[config.mk]
export PLATFORM = sky130hd
export DESIGN_NAME = iob_native2axi
export DESIGN_NICKNAME = d
export VERILOG_FILES = /design/src/rtl/iob_native2axi.sv
export SDC_FILE = /design/constraint.sdc
export NUM_CORES = 1
export LEC_CHECK = 0
export CORE_ASPECT_RATIO = 1.25
export CORE_UTILIZATION = 32
export CTS_CLUSTER_SIZE = 40
export DETAILED_ROUTE_END_ITERATION = 10
export HOLD_SLACK_MARGIN = 0.08
export PLACE_DENSITY = 0.76
export SYNTH_ARGS = -nofsm -noshare
export SYNTH_HDL_FRONTEND = slang
export SYNTH_SLANG_ARGS = --single-unit
[constraint.sdc]
create_clock -name clk -period 1.6 [get_ports clk]
set_input_delay 0.32 -clock clk [delete_from_list [all_inputs] [get_ports clk]]
set_output_delay 0.32 -clock clk [all_outputs]
set_load 0.1 [all_outputs]
[src/rtl/iob_native2axi.sv]
// Native-bus slave to AXI4 master bridge: one single-beat INCR transaction at a time.
// The 32-bit native word is placed on the wide AXI bus by a lane taken from the low address bits.
module iob_native2axi #(
  parameter int unsigned ADDR_W     = 32,
  parameter int unsigned DATA_W     = 32,
  parameter int unsigned AXI_ADDR_W = 30,
  parameter int unsigned AXI_DATA_W = 32
) (
  input  logic                      clk,
  input  logic                      rst,
  input  logic                      valid,
  input  logic [ADDR_W-1:0]         address,
  input  logic [DATA_W-1:0]         wdata,
  input  logic [DATA_W/8-1:0]       wstrb,
  output logic [DATA_W-1:0]         rdata,
  output logic                      ready,
  output logic                      axi_err,
  output logic                      m_axi_awid,
  output logic [AXI_ADDR_W-1:0]     m_axi_awaddr,
  output logic [7:0]                m_axi_awlen,
  output logic [2:0]                m_axi_awsize,
  output logic [1:0]                m_axi_awburst,
  output logic                      m_axi_awlock,
  output logic [3:0]                m_axi_awcache,
  output logic [2:0]                m_axi_awprot,
  output logic [3:0]                m_axi_awqos,
  output logic                      m_axi_awvalid,
  input  logic                      m_axi_awready,
  output logic [AXI_DATA_W-1:0]     m_axi_wdata,
  output logic [AXI_DATA_W/8-1:0]   m_axi_wstrb,
  output logic                      m_axi_wlast,
  output logic                      m_axi_wvalid,
  input  logic                      m_axi_wready,
  input  logic                      m_axi_bid,
  input  logic [1:0]                m_axi_bresp,
  input  logic                      m_axi_bvalid,
  output logic                      m_axi_bready,
  output logic                      m_axi_arid,
  output logic [AXI_ADDR_W-1:0]     m_axi_araddr,
  output logic [7:0]                m_axi_arlen,
  output logic [2:0]                m_axi_arsize,
  output logic [1:0]                m_axi_arburst,
  output logic                      m_axi_arlock,
  output logic [3:0]                m_axi_arcache,
  output logic [2:0]                m_axi_arprot,
  output logic [3:0]                m_axi_arqos,
  output logic                      m_axi_arvalid,
  input  logic                      m_axi_arready,
  input  logic                      m_axi_rid,
  input  logic [AXI_DATA_W-1:0]     m_axi_rdata,
  input  logic [1:0]                m_axi_rresp,
  input  logic                      m_axi_rlast,
  input  logic                      m_axi_rvalid,
  output logic                      m_axi_rready
);

  localparam int unsigned STRB_W = AXI_DATA_W / 8;
  localparam int unsigned OFF_W  = $clog2(STRB_W);
  localparam int unsigned LANE_W = (OFF_W > 2) ? OFF_W - 2 : 1;
  localparam int unsigned NLANES = AXI_DATA_W / 32;

  typedef enum logic [2:0] {
    S_IDLE, S_WR_REQ, S_WR_RESP, S_RD_REQ, S_RD_DATA, S_DONE
  } state_t;

  state_t                  r_state;
  logic [AXI_ADDR_W-1:0]   r_addr;
  logic [DATA_W-1:0]       r_wdata;
  logic [3:0]              r_wstrb;
  logic [LANE_W-1:0]       r_lane;
  logic                    r_awvalid;
  logic                    r_wvalid;
  logic                    r_arvalid;
  logic                    r_bready;
  logic                    r_rready;
  logic                    r_ready;
  logic                    r_err;
  logic [DATA_W-1:0]       r_rdata;

  logic [LANE_W-1:0]       w_lane;
  logic [AXI_ADDR_W-1:0]   w_axi_addr;
  logic [AXI_DATA_W-1:0]   w_rshift;
  logic                    w_aw_done;
  logic                    w_w_done;
  logic                    w_unused;

  // Lane index exists only when the AXI bus is wider than one native word
  if (OFF_W > 2) begin : g_lane
    assign w_lane = address[OFF_W-1:2];
  end else begin : g_nolane
    assign w_lane = '0;
  end

  assign w_axi_addr = address[AXI_ADDR_W-1:0] & ~AXI_ADDR_W'(STRB_W - 1);
  assign w_rshift   = m_axi_rdata >> {r_lane, 5'b00000};
  assign w_aw_done  = ~r_awvalid | m_axi_awready;
  assign w_w_done   = ~r_wvalid  | m_axi_wready;
  assign w_unused   = &{1'b0, m_axi_bid, m_axi_rid, m_axi_rlast, address, w_rshift};

  always_ff @(posedge clk) begin
    if (rst) begin
      r_state   <= S_IDLE;
      r_addr    <= '0;
      r_wdata   <= '0;
      r_wstrb   <= '0;
      r_lane    <= '0;
      r_awvalid <= 1'b0;
      r_wvalid  <= 1'b0;
      r_arvalid <= 1'b0;
      r_bready  <= 1'b0;
      r_rready  <= 1'b0;
      r_ready   <= 1'b0;
      r_err     <= 1'b0;
      r_rdata   <= '0;
    end else begin
      case (r_state)
        S_IDLE: begin
          if (valid) begin
            r_addr    <= w_axi_addr;
            r_wdata   <= wdata;
            r_wstrb   <= wstrb;
            r_lane    <= w_lane;
            r_awvalid <= |wstrb;
            r_wvalid  <= |wstrb;
            r_arvalid <= ~|wstrb;
            r_state   <= (|wstrb) ? S_WR_REQ : S_RD_REQ;
          end
        end
        // AW and W complete independently, in either order
        S_WR_REQ: begin
          if (r_awvalid && m_axi_awready) r_awvalid <= 1'b0;
          if (r_wvalid && m_axi_wready)   r_wvalid  <= 1'b0;
          if (w_aw_done && w_w_done) begin
            r_bready <= 1'b1;
            r_state  <= S_WR_RESP;
          end
        end
        S_WR_RESP: begin
          if (m_axi_bvalid) begin
            r_bready <= 1'b0;
            r_err    <= |m_axi_bresp;
            r_ready  <= 1'b1;
            r_state  <= S_DONE;
          end
        end
        S_RD_REQ: begin
          if (m_axi_arready) begin
            r_arvalid <= 1'b0;
            r_rready  <= 1'b1;
            r_state   <= S_RD_DATA;
          end
        end
        S_RD_DATA: begin
          if (m_axi_rvalid) begin
            r_rready <= 1'b0;
            r_rdata  <= w_rshift[DATA_W-1:0];
            r_err    <= |m_axi_rresp;
            r_ready  <= 1'b1;
            r_state  <= S_DONE;
          end
        end
        // Held valid is not sampled here, so it cannot retrigger
        S_DONE: begin
          r_ready <= 1'b0;
          r_err   <= 1'b0;
          r_state <= S_IDLE;
        end
        default: r_state <= S_IDLE;
      endcase
    end
  end

  assign rdata   = r_rdata;
  assign ready   = r_ready;
  assign axi_err = r_err;

  assign m_axi_awid    = 1'b0;
  assign m_axi_awaddr  = r_addr;
  assign m_axi_awlen   = 8'd0;
  assign m_axi_awsize  = 3'(OFF_W);
  assign m_axi_awburst = 2'b01;
  assign m_axi_awlock  = 1'b0;
  assign m_axi_awcache = 4'b0011;
  assign m_axi_awprot  = 3'd0;
  assign m_axi_awqos   = 4'd0;
  assign m_axi_awvalid = r_awvalid;

  assign m_axi_wdata   = {NLANES{r_wdata}};
  assign m_axi_wstrb   = STRB_W'(r_wstrb) << {r_lane, 2'b00};
  assign m_axi_wlast   = 1'b1;
  assign m_axi_wvalid  = r_wvalid;
  assign m_axi_bready  = r_bready;

  assign m_axi_arid    = 1'b0;
  assign m_axi_araddr  = r_addr;
  assign m_axi_arlen   = 8'd0;
  assign m_axi_arsize  = 3'(OFF_W);
  assign m_axi_arburst = 2'b01;
  assign m_axi_arlock  = 1'b0;
  assign m_axi_arcache = 4'b0011;
  assign m_axi_arprot  = 3'd0;
  assign m_axi_arqos   = 4'd0;
  assign m_axi_arvalid = r_arvalid;
  assign m_axi_rready  = r_rready;

endmodule

==> flow_summary.html <==
<table>
<tr><th>Metric</th><th>Value</th></tr>
<tr><th colspan="2">GRT</th></tr>
<tr><td>Number of antenna violations at the first check in global routing</td><td>2</td></tr>
<tr><td>Gr usage total</td><td>0.183</td></tr>
<tr><td>Via count of the first global-routing pass</td><td>between 4k and 5k</td></tr>
<tr><td>Total global routing overflow</td><td>0</td></tr>
<tr><td>Maximum number of pins on one net before global-route repair</td><td>44</td></tr>
<tr><td>Global-route wire length before repair</td><td>just over 20000 um</td></tr>
<tr><th colspan="2">Finish</th></tr>
<tr><td>Area added between synthesis and finish</td><td>89.3%</td></tr>
<tr><td>Fraction of layout instances using a drive strength above 1</td><td>0.274</td></tr>
<tr><td>Nets</td><td>about 900</td></tr>
<tr><th colspan="2">Clock network</th></tr>
<tr><td>Clock root buffer</td><td>clkbuf_16</td></tr>
<tr><td>Post-CTS setup repair buffer count</td><td>0</td></tr>
<tr><td>Cts hold-fix bufs</td><td>0</td></tr>
<tr><td>Buffers from clock root to sink, at most</td><td>2</td></tr>
<tr><td>Clock sink total</td><td>roughly 110</td></tr>
<tr><td>Depth of the CTS H-tree</td><td>3</td></tr>
<tr><td>Clock tree from TritonCTS</td><td>built</td></tr>
<tr><td>Clock slew at the register clock pins of the worst setup and hold paths</td><td>~80 ps</td></tr>
<tr><td>Clock latency reported for the late side of the worst-skew pair</td><td>approximately 340 ps</td></tr>
<tr><td>Number of buffers created by CTS</td><td>9</td></tr>
<tr><th colspan="2">Synthesis</th></tr>
<tr><td>Number of synthesized flops with an enable pin</td><td>0</td></tr>
<tr><td>Total number of yosys warnings</td><td>0</td></tr>
<tr><td>Synth Cell Area</td><td>about 4500 um^2</td></tr>
<tr><td>Seq/Total Area, Yosys</td><td>0.473</td></tr>
<tr><td>#FFs+latches synth</td><td>~110</td></tr>
<tr><td>Primary flip-flop cell chosen by synthesis mapping</td><td>dfxtp_1</td></tr>
<tr><td>Average cell area after synthesis</td><td>7.71 um^2</td></tr>
<tr><td>Count of cell types in the netlist</td><td>36</td></tr>
<tr><td>Share of synthesized flip-flops with an asynchronous set or reset</td><td>0</td></tr>
<tr><td>Number of standard cells after synthesis</td><td>581</td></tr>
<tr><th colspan="2">Routing</th></tr>
<tr><td>Detailed Route Iter0 Violations</td><td>147</td></tr>
<tr><td>Total detailed-routing wirelength</td><td>around 13000 um</td></tr>
<tr><td>Antenna viol nets, final</td><td>0</td></tr>
<tr><td>Post-detailed-route wirelength per cell</td><td>around 14 um</td></tr>
<tr><td>Vias/cell</td><td>4.49</td></tr>
<tr><td>First-pass DRT Iterations</td><td>4</td></tr>
<tr><td>Number of vias after detailed routing</td><td>roughly 4.4k</td></tr>
<tr><td>Residual DRC count</td><td>0</td></tr>
<tr><th colspan="2">STA</th></tr>
<tr><td>Worst setup margin</td><td>~3.1 ps</td></tr>
<tr><td>Unrepaired setup endpoints after global routing</td><td>true</td></tr>
<tr><td>Period Utilization, post-route</td><td>0.998</td></tr>
<tr><td>Worst clock skew on the final layout</td><td>approximately 13 ps</td></tr>
<tr><td>Post-route minimum period</td><td>1600 ps</td></tr>
<tr><td>Final hold violation count</td><td>0</td></tr>
<tr><td>Slew Limit Fails</td><td>0</td></tr>
<tr><td>Highest attainable clock frequency</td><td>0.626 GHz</td></tr>
<tr><td>Final setup violation count</td><td>0</td></tr>
<tr><th colspan="2">Pwr</th></tr>
<tr><td>Combinational cell fraction of total power</td><td>0.486</td></tr>
<tr><td>Pwr dens</td><td>about 1300 nW/um^2</td></tr>
<tr><td>Total power</td><td>about 11000 uW</td></tr>
<tr><td>Static leakage power</td><td>0.00336 uW</td></tr>
<tr><td>Clock share of power</td><td>0.215</td></tr>
<tr><td>Switching Fraction</td><td>0.451</td></tr>
<tr><td>Internal power of the cells</td><td>just under 6000 uW</td></tr>
<tr><td>Largest voltage drop on the vdd net</td><td>between 0.7 and 0.8 mV</td></tr>
<tr><td>Psw</td><td>4830 uW</td></tr>
<tr><td>Power share of the sequential group</td><td>0.300</td></tr>
<tr><th colspan="2">Critical path</th></tr>
<tr><td>Critical path cell sequence</td><td>nor4bb_1, or3_4, or4b_4, a21oi_2</td></tr>
<tr><td>Element type at the critical path end</td><td>flip-flop</td></tr>
<tr><td>Reg-to-reg critical path startpoint</td><td>r_state[0]</td></tr>
<tr><td>Worst Path Max Fanout</td><td>4</td></tr>
<tr><td>Max stage delay cell, worst path</td><td>or4b_4</td></tr>
<tr><td>Delay-heaviest family, CP</td><td>simple AND/OR/NAND/NOR gates</td></tr>
<tr><td>Class of the most critical setup path</td><td>flip-flop to flip-flop</td></tr>
<tr><td>Worst Path Required</td><td>approximately 1900 ps</td></tr>
<tr><td>CP arrival</td><td>about 1900 ps</td></tr>
<tr><td>Buf/Inv on CP</td><td>0</td></tr>
<tr><td>Critical path startpoint category</td><td>flip-flop</td></tr>
<tr><td>CP max stage delay</td><td>~520 ps</td></tr>
<tr><td>Crit. Startpoint</td><td>r_state[0]</td></tr>
<tr><th colspan="2">Place</th></tr>
<tr><td>Sum of net half-perimeters after detailed placement</td><td>approximately 10000 um</td></tr>
<tr><td>Number of I/O port buffers</td><td>between 200 and 250</td></tr>
<tr><td>GPL Wtd Cong</td><td>0.801</td></tr>
<tr><td>Worst slack at placement</td><td>-438 ps</td></tr>
<tr><th colspan="2">Floorplanning</th></tr>
<tr><td>Starting density of the core</td><td>0.326</td></tr>
<tr><td>I/O pin count</td><td>303</td></tr>
<tr><td>Die width</td><td>108 um</td></tr>
<tr><td>Die ar.</td><td>~14000 um^2</td></tr>
<tr><td>Core box area</td><td>13800 um^2</td></tr>
<tr><td>Number of cell rows</td><td>48</td></tr>
<tr><td>Die height</td><td>approximately 130 um</td></tr>
<tr><th colspan="2">Hold path</th></tr>
<tr><td>Hold WC Path Type</td><td>input port to flip-flop</td></tr>
<tr><td>Startpoint of the most critical hold path</td><td>wstrb[1]</td></tr>
<tr><th colspan="2">Flow run</th></tr>
<tr><td>Number of max-cap violations</td><td>0</td></tr>
<tr><th colspan="2">Outcome</th></tr>
<tr><td>Result of the run</td><td>finished, final reports clean</td></tr>
</table>
final timing paths:
| kind | end | slack, ps | cells past startpoint |
|---|---|---|---|
| max | r_state[0] | 3 | 4 |
| min | r_wstrb[1] | 270 | 3 |
| max reg2reg | r_state[0] | 3 | 4 |
| min reg2reg | rdata[27] | 490 | 2 |
worst register-to-register path, stage by stage, from the launching register on:
cell      delay, ps
dfxtp_2         350
nor4bb_1        140
or3_4           380
or4b_4          530
a21oi_2         140
registers in the layout (all words and copies together), names as in the netlist, 3 cells and up:
name,count
r_state,3
rdata,32
r_wstrb,4
m_axi_araddr,28
m_axi_wdata,32
power groups by stage:
stage               Combinational (uW)  Clock (uW)  Sequential, uW
CTS                               5220        2390            3210
global route                      5410        2490            3240
detailed placement                5210           0            3270
global placement                  5180           0            3260
finish                            5210        2300            3210
floorplan                         2020           0            4670
cell usage in the layout (no fill, tap or decap), types with 2 or more instances in the layout:
master	netlist	final
dlymetal6s2s_1	0	2
nand2_1	197	196
nor3_1	5	5
a21oi_1	101	98
dfxtp_2	0	32
dlygate4sd2_1	0	4
conb_1	2	57
a21oi_2	0	3
inv_6	0	3
mux2i_1	2	2
buf_4	85	16
buf_12	0	139
nor2_1	15	14
inv_1	4	4
o21ai_0	2	2
clkdlybuf4s50_1	0	100
diode_2	0	2
clkbuf_16	0	9
nand3_1	2	2
dfxtp_1	106	73
Yosys cell counts, types with 2 or more instances:
cell	instances	area, um^2
a21oi_1	101	505
buf_2	6	30.0
buf_4	85	638
clkbuf_1	31	116
conb_1	2	7.51
dfxtp_1	106	2120
inv_1	4	15.0
mux2i_1	2	20.0
nand2_1	197	739
nand3_1	2	10.0
nor2_1	15	56.3
nor3_1	5	25.0
o21ai_0	2	10.0
final cells by class:
cell class                 instances  area (um^2)
tap                              175          219
inverter                           4         15.0
multi-input combinational        404         1800
timing repair buffer             262         3980
fill                            1122         5270
antenna                            2         5.00
clock inverter                     6         70.1
clock buffer                      10          239
sequential                       106         2170
per-stage QoR:
step	instances	setup TNS (ps)	instance area, um^2	hold slack (ps)	util
after floorplan	636	0	4730	449	-
after global placement	951	-12570	8140	479	0.592
after detailed placement	951	-16240	8140	483	0.592
after CTS	967	-19.4	8460	274	0.615
after global routing	967	-52.9	8480	273	0.617
final	969	0	8480	267	0.617
per-layer routing:
metal / vias up / GRT usage / part of all wire
met4: 0 / 0.0723 / 0.025
met2: 218 / 0.333 / 0.52
li1: 2142 / - / -
met5: - / 0 / 0
met1: 1971 / 0.177 / 0.35
met3: 20 / 0.0841 / 0.11
cells by family after synthesis:
logic type | count (synthesis) | synth area share
AO/OA/AOI/OAI | 112 | 0.131
buffers and inverters | 126 | 0.178
flip-flops | 106 | 0.473
multiplexers | 2 | 0.00447
other | 2 | 0.00168
AND/OR/NAND/NOR | 233 | 0.211
timing repair:
action,CTS,global route
resized for setup,11,8
pin swaps,5,5
endpoints found under the hold margin,0,0
endpoints found under the setup margin,16,43
Note: power is estimated with default switching activity, not from simulation.
==> patch, RTL diff (config.mk and constraints unchanged) <==
The parameter `AXI_DATA_W` goes from 32 to 64.
--- a/src/rtl/iob_native2axi.sv
+++ b/src/rtl/iob_native2axi.sv
@@ -4,7 +4,7 @@
   parameter int unsigned ADDR_W     = 32,
   parameter int unsigned DATA_W     = 32,
   parameter int unsigned AXI_ADDR_W = 30,
-  parameter int unsigned AXI_DATA_W = 32
+  parameter int unsigned AXI_DATA_W = 64
 ) (
   input  logic                      clk,
   input  logic                      rst,
Ports: changed (resized m_axi_rdata, m_axi_wdata and m_axi_wstrb); port bits go from 303 to 371. No check against the original RTL was run, so the function may have changed too.
==> patch against the unedited design <==
Sequential cell count unchanged. Register-to-register slack better by 0.17 ns. Global-route usage up 1.3 points. Non-clock buffer count increased by 70. Design area grew 19%. First-iteration DRC count up 27%. Maximum frequency grew 4.2%. Worst setup slack better by 0.064 ns. Core utilization up 0.91 points. Synthesized area up 18%. Wire length rose by 27%. Largest cell class unchanged.
Power is not compared: it rests on default switching activity, and its combinational part moved more than twofold at a synthesized area within 25%.
==> patch: results (changes against the unedited design) <==
\begin{tabular}{lr}
\hline
Metric & Value \\
\hline
\multicolumn{2}{l}{\textbf{Layout}} \\
Non-clock buffering overhead in the final layout & 49.6\% (+2.7 points) \\
Count of clock buffers in the final design & 11 (+1) \\
Fraction of area in multi-input gates & 22.4\% (+1.2 points) \\
Total area of sequential cells & 2200 sq um (+1.7\%) \\
Number of sequential cells & 106 (unchanged) \\
Fin nets & 1,018 (+13\%) \\
Multi-input combinational gate total & 420 (+4.0\%) \\
Layout area overhead & 91.6\% \\
Clock network contribution to total cell area & 3.47\% (-0.17 points) \\
Signal inverters & 2 (-2) \\
Seq area share & 21.8\% (-3.7 points) \\
\multicolumn{2}{l}{\textbf{Placement}} \\
Weighted congestion reported at the end of routability-driven placement & 0.836 (+4.3\%) \\
Count of placed standard cells including taps & 1,074 (+13\%) \\
IO buf count & 304 (+28\%) \\
\multicolumn{2}{l}{\textbf{Clock network}} \\
\# resized after CTS & 1 (-10) \\
Post-CTS Setup Repair Bufs & 1 (+1) \\
\multicolumn{2}{l}{\textbf{Setup path}} \\
Maximum fanout along the worst path & 7 (+3) \\
Family with the most delay on the worst path & flip-flops \\
Slowest cell on the critical path & sky130\_fd\_sc\_hd\_\_dfxtp\_4 \\
Worst Path Arrival & 1.21 ns (-0.66 ns) \\
\multicolumn{2}{l}{\textbf{Status}} \\
Run status & finished, final reports clean \\
\multicolumn{2}{l}{\textbf{Global route}} \\
Maximum number of pins on one net before global-route repair & 48 (+9.1\%) \\
Global routing met3 resource utilization & 3.58\% (-4.8 points) \\
Via count of the first global-routing pass & 4,680 (+13\%) \\
GR met1 Demand/Resource & 21.1\% (+3.4 points) \\
\multicolumn{2}{l}{\textbf{Synth}} \\
Synthesized area per cell & 8.37 sq um (+8.5\%) \\
Sequential-to-total area share from yosys stat & 40.3\% (-7.1 points) \\
Top cells by area in the synthesized netlist & sky130\_fd\_sc\_hd\_\_dfxtp\_1, sky130\_fd\_sc\_hd\_\_buf\_4, sky130\_fd\_sc\_hd\_\_nand2\_1, sky130\_fd\_sc\_hd\_\_a21oi\_1, sky130\_fd\_sc\_hd\_\_mux2i\_1 \\
Compound-cell area share of the yosys netlist & 15.7\% (+2.5 points) \\
Mux cell area share after synthesis & 6.27\% (+5.8 points) \\
\multicolumn{2}{l}{\textbf{Drt}} \\
Met1 routed wirelength after detailed routing & 6.18 mm (+32\%) \\
\hline
\end{tabular}
-- patch: power by group --
| group | total, mW | switching (mW) | internal [mW] | leakage, nW |
|---|---|---|---|---|
| logic | 11.8 | 7.83 | 4.00 | 2.84 |
| clock network | 2.61 | 1.03 | 1.59 | 0.171 |
| registers | 4.00 | 0.800 | 3.20 | 0.890 |
-- patch: worst paths after layout --
| path | to | from | cells after the start | slack [ns] |
|---|---|---|---|---|
| worst min-delay path | rdata[26] | rst | 2 | 0.37 |
| worst max-delay path | m_axi_wstrb[4] | r_lane | 3 | 0.07 |
| worst min register to register | r_wstrb[0] | r_wstrb[0] | 2 | 0.47 |
| worst max register to register | rdata[14] | r_state[0] | 5 | 0.17 |
-- patch: worst register-to-register path, delay by kind of cell (launching register included) --
family | cells | cell delay [ns]
simple gates | 3 | 0.47
flops | 1 | 0.40
compound gates | 1 | 0.24
buf+inv | 1 | 0.23
